===== config.mk =====
export PLATFORM = sky130hd
export DESIGN_NAME = csr_exec
export DESIGN_NICKNAME = d
export VERILOG_FILES = /design/src/rtl/csr_exec_pkg.sv /design/src/rtl/csr_exec_alu.sv /design/src/rtl/csr_exec.sv
export SDC_FILE = /design/constraint.sdc
export NUM_CORES = 1
export LEC_CHECK = 0
export ABC_CLOCK_PERIOD_IN_PS = 4400
export CELL_PAD_IN_SITES_DETAIL_PLACEMENT = 1
export CELL_PAD_IN_SITES_GLOBAL_PLACEMENT = 2
export CORE_MARGIN = 3
export CORE_UTILIZATION = 32
export DETAILED_ROUTE_END_ITERATION = 8
export PLACE_DENSITY = 0.91
export SLEW_MARGIN = 10
export SYNTH_ARGS = -nofsm -noshare
export SYNTH_HDL_FRONTEND = slang
export SYNTH_SLANG_ARGS = --single-unit

===== constraint.sdc =====
create_clock -name clk -period 4.4 [get_ports clk]
set_input_delay 1.32 -clock clk [delete_from_list [all_inputs] [get_ports clk]]
set_output_delay 1.32 -clock clk [all_outputs]
set_load 0.05 [all_outputs]

===== src/rtl/csr_exec_pkg.sv =====
// Shared definitions for the execute-stage CSR sequencer: operation encodings,
// sequencer states and the read-only CSR address test.
package csr_exec_pkg;

  localparam int ZIMM_W = 5;
  localparam int REG_IDX_W = 5;

  typedef enum logic [1:0] {
    CSR_OP_NONE = 2'b00,
    CSR_OP_RW   = 2'b01,
    CSR_OP_RS   = 2'b10,
    CSR_OP_RC   = 2'b11
  } csr_op_e;

  typedef enum logic [1:0] {
    ST_IDLE  = 2'b00,
    ST_READ  = 2'b01,
    ST_WRITE = 2'b10,
    ST_RESP  = 2'b11
  } csr_state_e;

  // Takes the two top address bits; 2'b11 marks the read-only CSR space.
  function automatic logic is_ro_addr(input logic [1:0] addr_hi);
    return addr_hi == 2'b11;
  endfunction

endpackage


===== src/rtl/csr_exec_alu.sv =====
// Combinational read-modify-write merge for CSRRW/CSRRS/CSRRC.
// The reserved op passes the old value through unchanged.
module csr_exec_alu
  import csr_exec_pkg::*;
#(
  parameter int XLEN = 32
) (
  input  csr_op_e         op,
  input  logic [XLEN-1:0] old_val,
  input  logic [XLEN-1:0] src,
  output logic [XLEN-1:0] new_val
);

  always_comb begin
    new_val = old_val;
    case (op)
      CSR_OP_RW: new_val = src;
      CSR_OP_RS: new_val = old_val | src;
      CSR_OP_RC: new_val = old_val & ~src;
      default:   new_val = old_val;
    endcase
  end

endmodule


===== src/rtl/csr_exec.sv =====
// Execute-stage CSR access sequencer: reads the CSR, merges the source operand,
// optionally writes back, and returns the old value for rd.
//
//  state    | meaning
//  ---------+-------------------------------------------------------------
//  ST_IDLE  | waiting for a request; req_ready high unless flushed
//  ST_READ  | csr_addr driven, optional csr_rd, old/new values captured
//  ST_WRITE | csr_wr pulse with merged data
//  ST_RESP  | rsp_valid held until rsp_ready (or flush)
module csr_exec
  import csr_exec_pkg::*;
#(
  parameter int XLEN       = 32,
  parameter int CSR_ADDR_W = 12
) (
  input  logic                  clk,
  input  logic                  rst,
  input  logic                  req_valid,
  output logic                  req_ready,
  input  logic [1:0]            req_op,
  input  logic                  req_use_imm,
  input  logic [REG_IDX_W-1:0]  req_rs1_idx,
  input  logic [ZIMM_W-1:0]     req_zimm,
  input  logic [XLEN-1:0]       req_rs1_data,
  input  logic [REG_IDX_W-1:0]  req_rd_idx,
  input  logic [CSR_ADDR_W-1:0] req_addr,
  input  logic                  flush,
  output logic                  csr_rd,
  output logic                  csr_wr,
  output logic [CSR_ADDR_W-1:0] csr_addr,
  output logic [XLEN-1:0]       csr_wdata,
  input  logic [XLEN-1:0]       csr_rdata,
  output logic                  rsp_valid,
  input  logic                  rsp_ready,
  output logic [REG_IDX_W-1:0]  rsp_rd_idx,
  output logic [XLEN-1:0]       rsp_rd_data,
  output logic                  rsp_illegal
);

  csr_state_e            state_q, state_d;
  csr_op_e               op_q;
  logic                  use_imm_q;
  logic [REG_IDX_W-1:0]  rs1_idx_q;
  logic [ZIMM_W-1:0]     zimm_q;
  logic [XLEN-1:0]       rs1_data_q;
  logic [REG_IDX_W-1:0]  rd_idx_q;
  logic [CSR_ADDR_W-1:0] addr_q;
  logic [XLEN-1:0]       new_q;
  logic [XLEN-1:0]       rsp_data_q;
  logic                  illegal_q;

  logic                  accept;
  logic                  read_en;
  logic                  do_write;
  logic                  illegal;
  logic [ZIMM_W-1:0]     src_idx;
  logic [XLEN-1:0]       src;
  logic [XLEN-1:0]       old_val;
  logic [XLEN-1:0]       new_val;

  assign accept   = req_valid & req_ready;
  assign src      = use_imm_q ? {{(XLEN-ZIMM_W){1'b0}}, zimm_q} : rs1_data_q;
  assign src_idx  = use_imm_q ? zimm_q : rs1_idx_q;
  // CSRRW to x0 must not read, so a read with side effects is never triggered.
  assign read_en  = !((op_q == CSR_OP_RW) && (rd_idx_q == '0));
  assign old_val  = read_en ? csr_rdata : '0;
  assign do_write = (op_q == CSR_OP_RW) || (src_idx != '0);
  assign illegal  = (op_q == CSR_OP_NONE) ||
                    (do_write && is_ro_addr(addr_q[CSR_ADDR_W-1 -: 2]));

  csr_exec_alu #(.XLEN(XLEN)) u_alu (
    .op      (op_q),
    .old_val (old_val),
    .src     (src),
    .new_val (new_val)
  );

  always_ff @(posedge clk or negedge rst) begin
    if (!rst) begin
      state_q    <= ST_IDLE;
      op_q       <= CSR_OP_NONE;
      use_imm_q  <= 1'b0;
      rs1_idx_q  <= '0;
      zimm_q     <= '0;
      rs1_data_q <= '0;
      rd_idx_q   <= '0;
      addr_q     <= '0;
      new_q      <= '0;
      rsp_data_q <= '0;
      illegal_q  <= 1'b0;
    end else begin
      state_q <= state_d;
      if (accept) begin
        op_q       <= csr_op_e'(req_op);
        use_imm_q  <= req_use_imm;
        rs1_idx_q  <= req_rs1_idx;
        zimm_q     <= req_zimm;
        rs1_data_q <= req_rs1_data;
        rd_idx_q   <= req_rd_idx;
        addr_q     <= req_addr;
      end
      if (state_q == ST_READ) begin
        new_q      <= new_val;
        rsp_data_q <= illegal ? '0 : old_val;
        illegal_q  <= illegal;
      end
    end
  end

  always_comb begin
    state_d   = state_q;
    req_ready = 1'b0;
    csr_rd    = 1'b0;
    csr_wr    = 1'b0;
    csr_addr  = '0;
    csr_wdata = '0;
    rsp_valid = 1'b0;
    case (state_q)
      ST_IDLE: begin
        req_ready = !flush;
        if (req_valid && !flush) state_d = ST_READ;
      end
      ST_READ: begin
        csr_addr = addr_q;
        csr_rd   = read_en;
        if (flush)                     state_d = ST_IDLE;
        else if (do_write && !illegal) state_d = ST_WRITE;
        else                           state_d = ST_RESP;
      end
      ST_WRITE: begin
        // The write commits even under flush; only the response is dropped.
        csr_addr  = addr_q;
        csr_wr    = 1'b1;
        csr_wdata = new_q;
        state_d   = flush ? ST_IDLE : ST_RESP;
      end
      ST_RESP: begin
        rsp_valid = 1'b1;
        if (flush || rsp_ready) state_d = ST_IDLE;
      end
      default: state_d = ST_IDLE;
    endcase
  end

  assign rsp_rd_idx  = rd_idx_q;
  assign rsp_rd_data = rsp_data_q;
  assign rsp_illegal = illegal_q;

endmodule


==> key figures, run 1 <==
Run status
  – Status: finished clean

CTS
  – Setup bufs post-CTS: 0
  – Total CTS buffers: 17
  – Hold buffers post-CTS: 0
  – Cts repair resizes: 0
  – Clock Pin Slew Worst Setup and Hold Paths: 60 ps
  – TritonCTS clock tree: done
  – CTS root buf: clkbuf_16
  – Clock Latency Late Sink: 420 ps
  – H-tree level count: 4
  – Clock tree buffer depth: 2
  – Clk sinks: 129

Yosys
  – Syn nets: 600
  – Yosys warnings: 0
  – Syn Area/Cell: 12.1 µm²
  – Yosys cell types: 39
  – Synthesized area: 6020 µm²
  – Yosys reg bits: 129
  – Post-synth top area share: 53.6%
  – Sequential area share after synthesis: 53.6%
  – Dominant cells by area after synthesis: dfrtp_1, mux2_2, mux2i_1
  – Yosys top cell by area: dfrtp_1
  – Post-Synthesis Cells: 496

Drt
  – Post-Route WL: 18600 µm
  – WL/cell: 20.4 µm
  – Metal3 WL: 1230 µm
  – Metal1 wirelength: 7990 µm
  – Routed Antenna Nets: 0
  – Met2 routed WL: 9060 µm
  – # DRC: 0
  – Drt pass-1 iters: 4
  – Max Used Layer: met5
  – Post-DR vias/cell: 5.16
  – Vias: 4711
  – DRT iter0 DRCs: 192

Pwr
  – Peak VDD IR: 0.708 mV
  – Static leakage: 3.75 nW
  – PwrDens: 853 nW/µm²
  – Final Power: 7.42 mW

STA
  – RSZ-0062 raised after global routing: no
  – # setup viols final: 0
  – Setup TNS: 0 ps
  – Setup WS post-layout: 618 ps
  – Worst slew margin: 26.4%
  – Layout Skew: 7.19 ps
  – Final slew viol count: 0
  – Hold slack: 502 ps
  – Final worst-path cycle share: 85.9%
  – Period minus WS final: 3780 ps
  – Final hold violation count: 0
  – Fmax: 0.264 GHz
  – Slew @ Worst Pin: 1100 ps

Setup path
  – Critical Path End Type: primary output
  – Critical Path RT: 3080 ps
  – Crit path max-delay family: buffers and inverters
  – CP max stage delay: 750 ps
  – Worst path bufs/invs: 2
  – Crit path max-delay cell type: clkdlybuf4s50_1
  – Worst-path cell chain: or4_4 -> o31ai_4 -> inv_1 -> clkdlybuf4s50_1
  – Critical path startpoint category: register
  – R2R Setup Slk: 1610 ps
  – WP data arrival: 2460 ps
  – Max FO, Critical Path: 3
  – Setup CP Type: reg -> out

Place
  – Port bufs: 184
  – Detail Placement HPWL: 13100 µm
  – Post-place setup slack: 709 ps
  – Placed Area: 8050 µm²
  – RD Place Congestion: 0.766
  – Inst Count DP: 882

Global route
  – Congestion Overflow GR: 0
  – First-pass GRT wire length: 29300 µm
  – GRT Total Usage: 18.5%
  – Largest net degree at the start of global routing: 69
  – Initial antenna violation count: 1
  – Vias in the first global route: 5389

Cells and area
  – P&R area growth vs syn: 44.5%
  – Share of cells above drive strength 1: 16.7%
  – Design Area, Final: 8690 µm²
  – Non-filler cells, final: 913
  – Net count, final: 776
  – Fill count: 1908
  – Antenna diodes: 0
  – Final core utilization: 47.7%

Floorplanning
  – Starting density of the core: 33.1%
  – Die width: 143 µm
  – Die area: 20500 µm²
  – # rows: 49
  – Die H: 143 µm
  – Io pins: 185
  – Core Area: 18200 µm²

Hold path
  – Hold Crit Class: reg -> reg

Flow run
  – Max Cap Violations: 0
[cells by family (layout without fill, tap and decap cells)]
kind of cell             count (synthesis)  after routing  share of synthesized area (%)
buffers and inverters                   57            245                           4.26
flip-flops                             129            129                           53.6
AND/OR/NAND/NOR                        111            111                           10.5
adder cells (fa/ha/maj)                  5              5                           1.04
multiplexers                            95             95                           17.2
AO/OA/AOI/OAI                           98             98                           13.2
XOR/XNOR                                 1              1                          0.146
[area by class of cell]
| type | instances | area [µm²] | area share [%] |
|---|---|---|---|
| clock buffer | 18 | 429 | 4.94 |
| clock inverter | 13 | 211 | 2.43 |
| inverter | 23 | 86.3 | 0.993 |
| multi-input combinational | 310 | 2550 | 29.3 |
| sequential | 129 | 3230 | 37.1 |
| tap | 229 | 287 | 3.30 |
| timing repair buffer | 191 | 1910 | 21.9 |
[worst paths after layout]
kind,endpoint,startpoint,cells past startpoint
setup / recovery,csr_rd,rsp_rd_idx[4],4
min in group asynchronous,rs1_data_q[2],rst,1
setup reg to reg,rsp_rd_data[25],use_imm_q,4
hold / removal,addr_q[5],addr_q[5],1
max in group asynchronous,rsp_illegal,rst,2
hold reg to reg,addr_q[5],addr_q[5],1
[placed cells by master, fill, tap and decap left out, types with 17 or more instances in the layout]
| cell | instances |
|---|---|
| clkdlybuf4s50_1 | 182 |
| dfrtp_1 | 129 |
| mux2_2 | 66 |
| and2_1 | 44 |
| a22o_1 | 32 |
| mux2i_1 | 29 |
| inv_1 | 22 |
| nand2_1 | 18 |
| clkbuf_16 | 17 |
[state kept, by name, summed over array words and instances (netlist names)]
register,count
addr_q,12
state_q,2
use_imm_q,1
rsp_rd_data,32
new_q,32
zimm_q,5
rsp_illegal,1
rsp_rd_idx,5
rs1_data_q,32
op_q,2
rs1_idx_q,5
[cells in the mapped netlist, drive strengths merged]
library cell,number
nand2b,2
xnor2,1
o31ai,1
a31oi,2
and2,44
a221o,15
ha,5
o21ai,21
nand4,1
a21oi,6
nand2,19
dfrtp,129
nor3,2
nand3,2
a211o,12
mux2i,29
or4,1
inv,23
o2111ai,1
nor2b,14
mux2,66
a22oi,1
a22o,32
nor4,2
nand4b,1
buf,20
nor2,8
clkbuf,14
o211ai,5
a311o,1
and3,15
o21a,1
[worst reg2reg max path, stage by stage, from the launching register on]
cell and delay (ps):
dfrtp_1 770, nor4_1 520, nand3_1 210, a31oi_4 950, a22o_1 280
[per-layer routing]
metal / GRT usage (%) / vias up
li1: - / 2122
met1: 22.5 / 2408
met2: 31.2 / 153
met3: 5.83 / 26
met4: 5.95 / 2
met5: 0 / -
[where the power goes]
group | switching [mW] | internal (mW) | leakage [nW]
sequential | 0.400 | 1.76 | 1.59
combinational | 2.23 | 1.49 | 1.85
clock | 0.537 | 1.00 | 0.310
total | 3.16 | 4.25 | 3.75
No activity file was read; power rests on OpenSTA's default activity.
==> run 2, diff against run 1 <==
--- a/config.mk
+++ b/config.mk
@@ -6,11 +6,13 @@
 export NUM_CORES = 1
 export LEC_CHECK = 0
 export ABC_CLOCK_PERIOD_IN_PS = 4400
+export CAP_MARGIN = 10
 export CELL_PAD_IN_SITES_DETAIL_PLACEMENT = 1
 export CELL_PAD_IN_SITES_GLOBAL_PLACEMENT = 2
 export CORE_MARGIN = 3
 export CORE_UTILIZATION = 32
 export DETAILED_ROUTE_END_ITERATION = 8
+export HOLD_SLACK_MARGIN = 0.12
 export PLACE_DENSITY = 0.91
 export SLEW_MARGIN = 10
 export SYNTH_ARGS = -nofsm -noshare
==> results of run 2 <==
No change in the layout: final DEF, timing and power equal those of run 1.
==> run 3, diff against run 2 <==
--- a/config.mk
+++ b/config.mk
@@ -9,7 +9,7 @@
 export CAP_MARGIN = 10
 export CELL_PAD_IN_SITES_DETAIL_PLACEMENT = 1
 export CELL_PAD_IN_SITES_GLOBAL_PLACEMENT = 2
-export CORE_MARGIN = 3
+export CORE_MARGIN = 8
 export CORE_UTILIZATION = 32
 export DETAILED_ROUTE_END_ITERATION = 8
 export HOLD_SLACK_MARGIN = 0.12
==> run 3 against run 2 <==
Effect of this change: non-clock buffer count rose by 2; sequential power barely moved; die area rose by 14%; final area fell by 0.53%; combinational power rose by 1%; global-route usage fell by 1.2 points; worst hold slack got worse by 1.4 ps; fmax barely moved; routed wire length rose by 5.8%; via count fell by 0.70%; critical path depth did not move; clock power fell by 8%; critical path type unchanged; largest cell class unchanged; highest routed layer is now met4.
==> key figures, run 3 (synthesis gave the netlist of run 1 again) <==
Place
  – RD Place Congestion: 0.730 (was 0.766)
  – Placed Area: 8060 µm² (was 8050 µm²)
  – Detail Placement HPWL: 13900 µm (was 13100 µm)
  – Port bufs: 184 (unchanged)

Setup path
  – CP max stage delay: 720 ps (was 750 ps)
  – Crit path max-delay cell type: clkdlybuf4s50_1 (unchanged)
  – Worst-path cell chain: or4_4 -> o31ai_4 -> inv_1 -> clkdlybuf4s50_1 (unchanged)
  – Worst path bufs/invs: 2 (unchanged)
  – WP data arrival: 2460 ps (about the same)
  – Max FO, Critical Path: 3 (unchanged)
  – Critical Path RT: 3080 ps (about the same)
  – Setup CP Type: reg -> out (unchanged)
  – Critical Path End Type: primary output (unchanged)
  – Crit path max-delay family: buffers and inverters (unchanged)
  – Critical path startpoint category: register (unchanged)

Hold path
  – Hold Crit Class: reg -> reg (unchanged)

CTS
  – Cts repair resizes: 0 (unchanged)
  – Hold buffers post-CTS: 0 (unchanged)
  – Clk sinks: 129 (unchanged)
  – Clock Pin Slew Worst Setup and Hold Paths: 60 ps (about the same)
  – H-tree level count: 4 (unchanged)
  – CTS root buf: clkbuf_16 (unchanged)
  – Setup bufs post-CTS: 0 (unchanged)
  – Clock tree buffer depth: 2 (unchanged)
  – Total CTS buffers: 17 (unchanged)
  – TritonCTS clock tree: done (unchanged)
  – Clock Latency Late Sink: 420 ps (about the same)

Drt
  – Vias: 4678 (was 4711)
  – Routed Antenna Nets: 0 (unchanged)
  – # DRC: 0 (unchanged)
  – WL/cell: 21.3 µm (was 20.4 µm)
  – Post-Route WL: 19700 µm (was 18600 µm)
  – DRT iter0 DRCs: 145 (was 192)
  – Drt pass-1 iters: 4 (unchanged)
  – Post-DR vias/cell: 5.08 (was 5.16)

Cells and area
  – P&R area growth vs syn: 43.7% (was 44.5%)
  – Share of cells above drive strength 1: 17.0% (was 16.7%)
  – Seq. cell area: 3230 µm² (unchanged)
  – Leading cell type in the layout, fill and taps excluded: clkdlybuf4s50_1 (unchanged)
  – Most frequent cells in the layout: clkdlybuf4s50_1, dfrtp_1, mux2_2 (unchanged)
  – Net count, final: 778 (was 776)
  – Fill count: 1924 (was 1908)
  – Design Area, Final: 8650 µm² (was 8690 µm²)
  – Antenna diodes: 0 (unchanged)
  – Area used by multi-input combinational logic: 2550 µm² (unchanged)

Pwr
  – Static leakage: 3.72 nW (was 3.75 nW)
  – Peak VDD IR: 0.422 mV (was 0.708 mV)
  – PwrDens: 845 nW/µm² (was 853 nW/µm²)

Floorplanning
  – Die width: 153 µm (was 143 µm)
  – Starting density of the core: 32.4% (was 33.1%)
  – Core Area: 18600 µm² (was 18200 µm²)
  – Die H: 153 µm (was 143 µm)
  – # rows: 50 (was 49)
  – Die area: 23500 µm² (was 20500 µm²)
  – Io pins: 185 (unchanged)

STA
  – Setup TNS: 0 ps (unchanged)
  – Fmax: 0.265 GHz (was 0.264 GHz)
  – Layout Skew: 9.30 ps (was 7.19 ps)
  – Period minus WS final: 3780 ps (about the same)
  – Worst slew margin: 27.0% (was 26.4%)
  – Final slew viol count: 0 (unchanged)
  – Final hold violation count: 0 (unchanged)
  – # setup viols final: 0 (unchanged)
  – Slew @ Worst Pin: 1100 ps (about the same)
  – RSZ-0062 raised after global routing: no (unchanged)
  – Final worst-path cycle share: 85.9% (about the same)

Global route
  – Congestion Overflow GR: 0 (unchanged)
  – Vias in the first global route: 5519 (was 5389)
  – First-pass GRT wire length: 31900 µm (was 29300 µm)
  – GRT Total Usage: 17.2% (was 18.5%)
  – Initial antenna violation count: 0 (was 1)
  – Largest net degree at the start of global routing: 89 (was 69)

Run status
  – Status: finished clean (unchanged)

Flow run
  – Max Cap Violations: 0 (unchanged)
==> run 3: cell count changes in the layout (fill, tap and decap cells not counted), sizes merged <==
| cell | change |
|---|---|
| clkinvlp | +3 |
| clkinv | -2 |
| bufinv | -3 |
| inv | +3 |
| buf | +2 |
==> run 3: per-layer routing <==
metal / global-route usage (%) / routed length [µm] / vias up
li1: - / - / 2131
met1: 20.0 / 8280 / 2391
met2: 29.1 / 9810 / 140
met3: 6.85 / 1380 / 16
met4: 4.38 / 194 / 0
met5: 0 / 0 / -
==> run 3: cell type report <==
type | instances | area share, %
inverter | 23 | 0.998
clock inverter | 14 | 1.81
sequential | 129 | 37.3
timing repair buffer | 193 | 22.1
clock buffer | 18 | 4.96
multi-input combinational | 310 | 29.5
tap | 234 | 3.39
==> run 3: where the power goes <==
part | leakage [nW] | internal (mW) | switching (mW)
Clock | 0.274 | 0.842 | 0.570
Sequential | 1.59 | 1.76 | 0.370
Combinational | 1.86 | 1.49 | 2.28
==> run 3: final timing paths <==
check | depth (start not counted) | startpoint | slack, ps | to
worst max-delay path | 4 | rsp_rd_idx[4] | 620 | csr_rd
worst min-delay path | 1 | rs1_data_q[7] | 500 | rs1_data_q[7]
worst max register to register | 5 | use_imm_q | 1860 | rsp_rd_data[12]
worst min register to register | 1 | rs1_data_q[7] | 500 | rs1_data_q[7]
max in group asynchronous | 2 | rst | 2570 | rs1_data_q[23]
min in group asynchronous | 1 | rst | 980 | rs1_data_q[1]
==> run 3: stage by stage <==
stage               total power, mW  setup WS [ps]  hold WS, ps  cells  utilization (%)
finish                         7.31            622          501    921             46.5
floorplan                      4.69           1040          459    496                -
global placement               5.76            729          480    889             43.4
detailed placement             5.95            725          489    889             43.4
CTS                            7.40            596          505    921             46.5
global route                   7.74            531          516    921             46.5
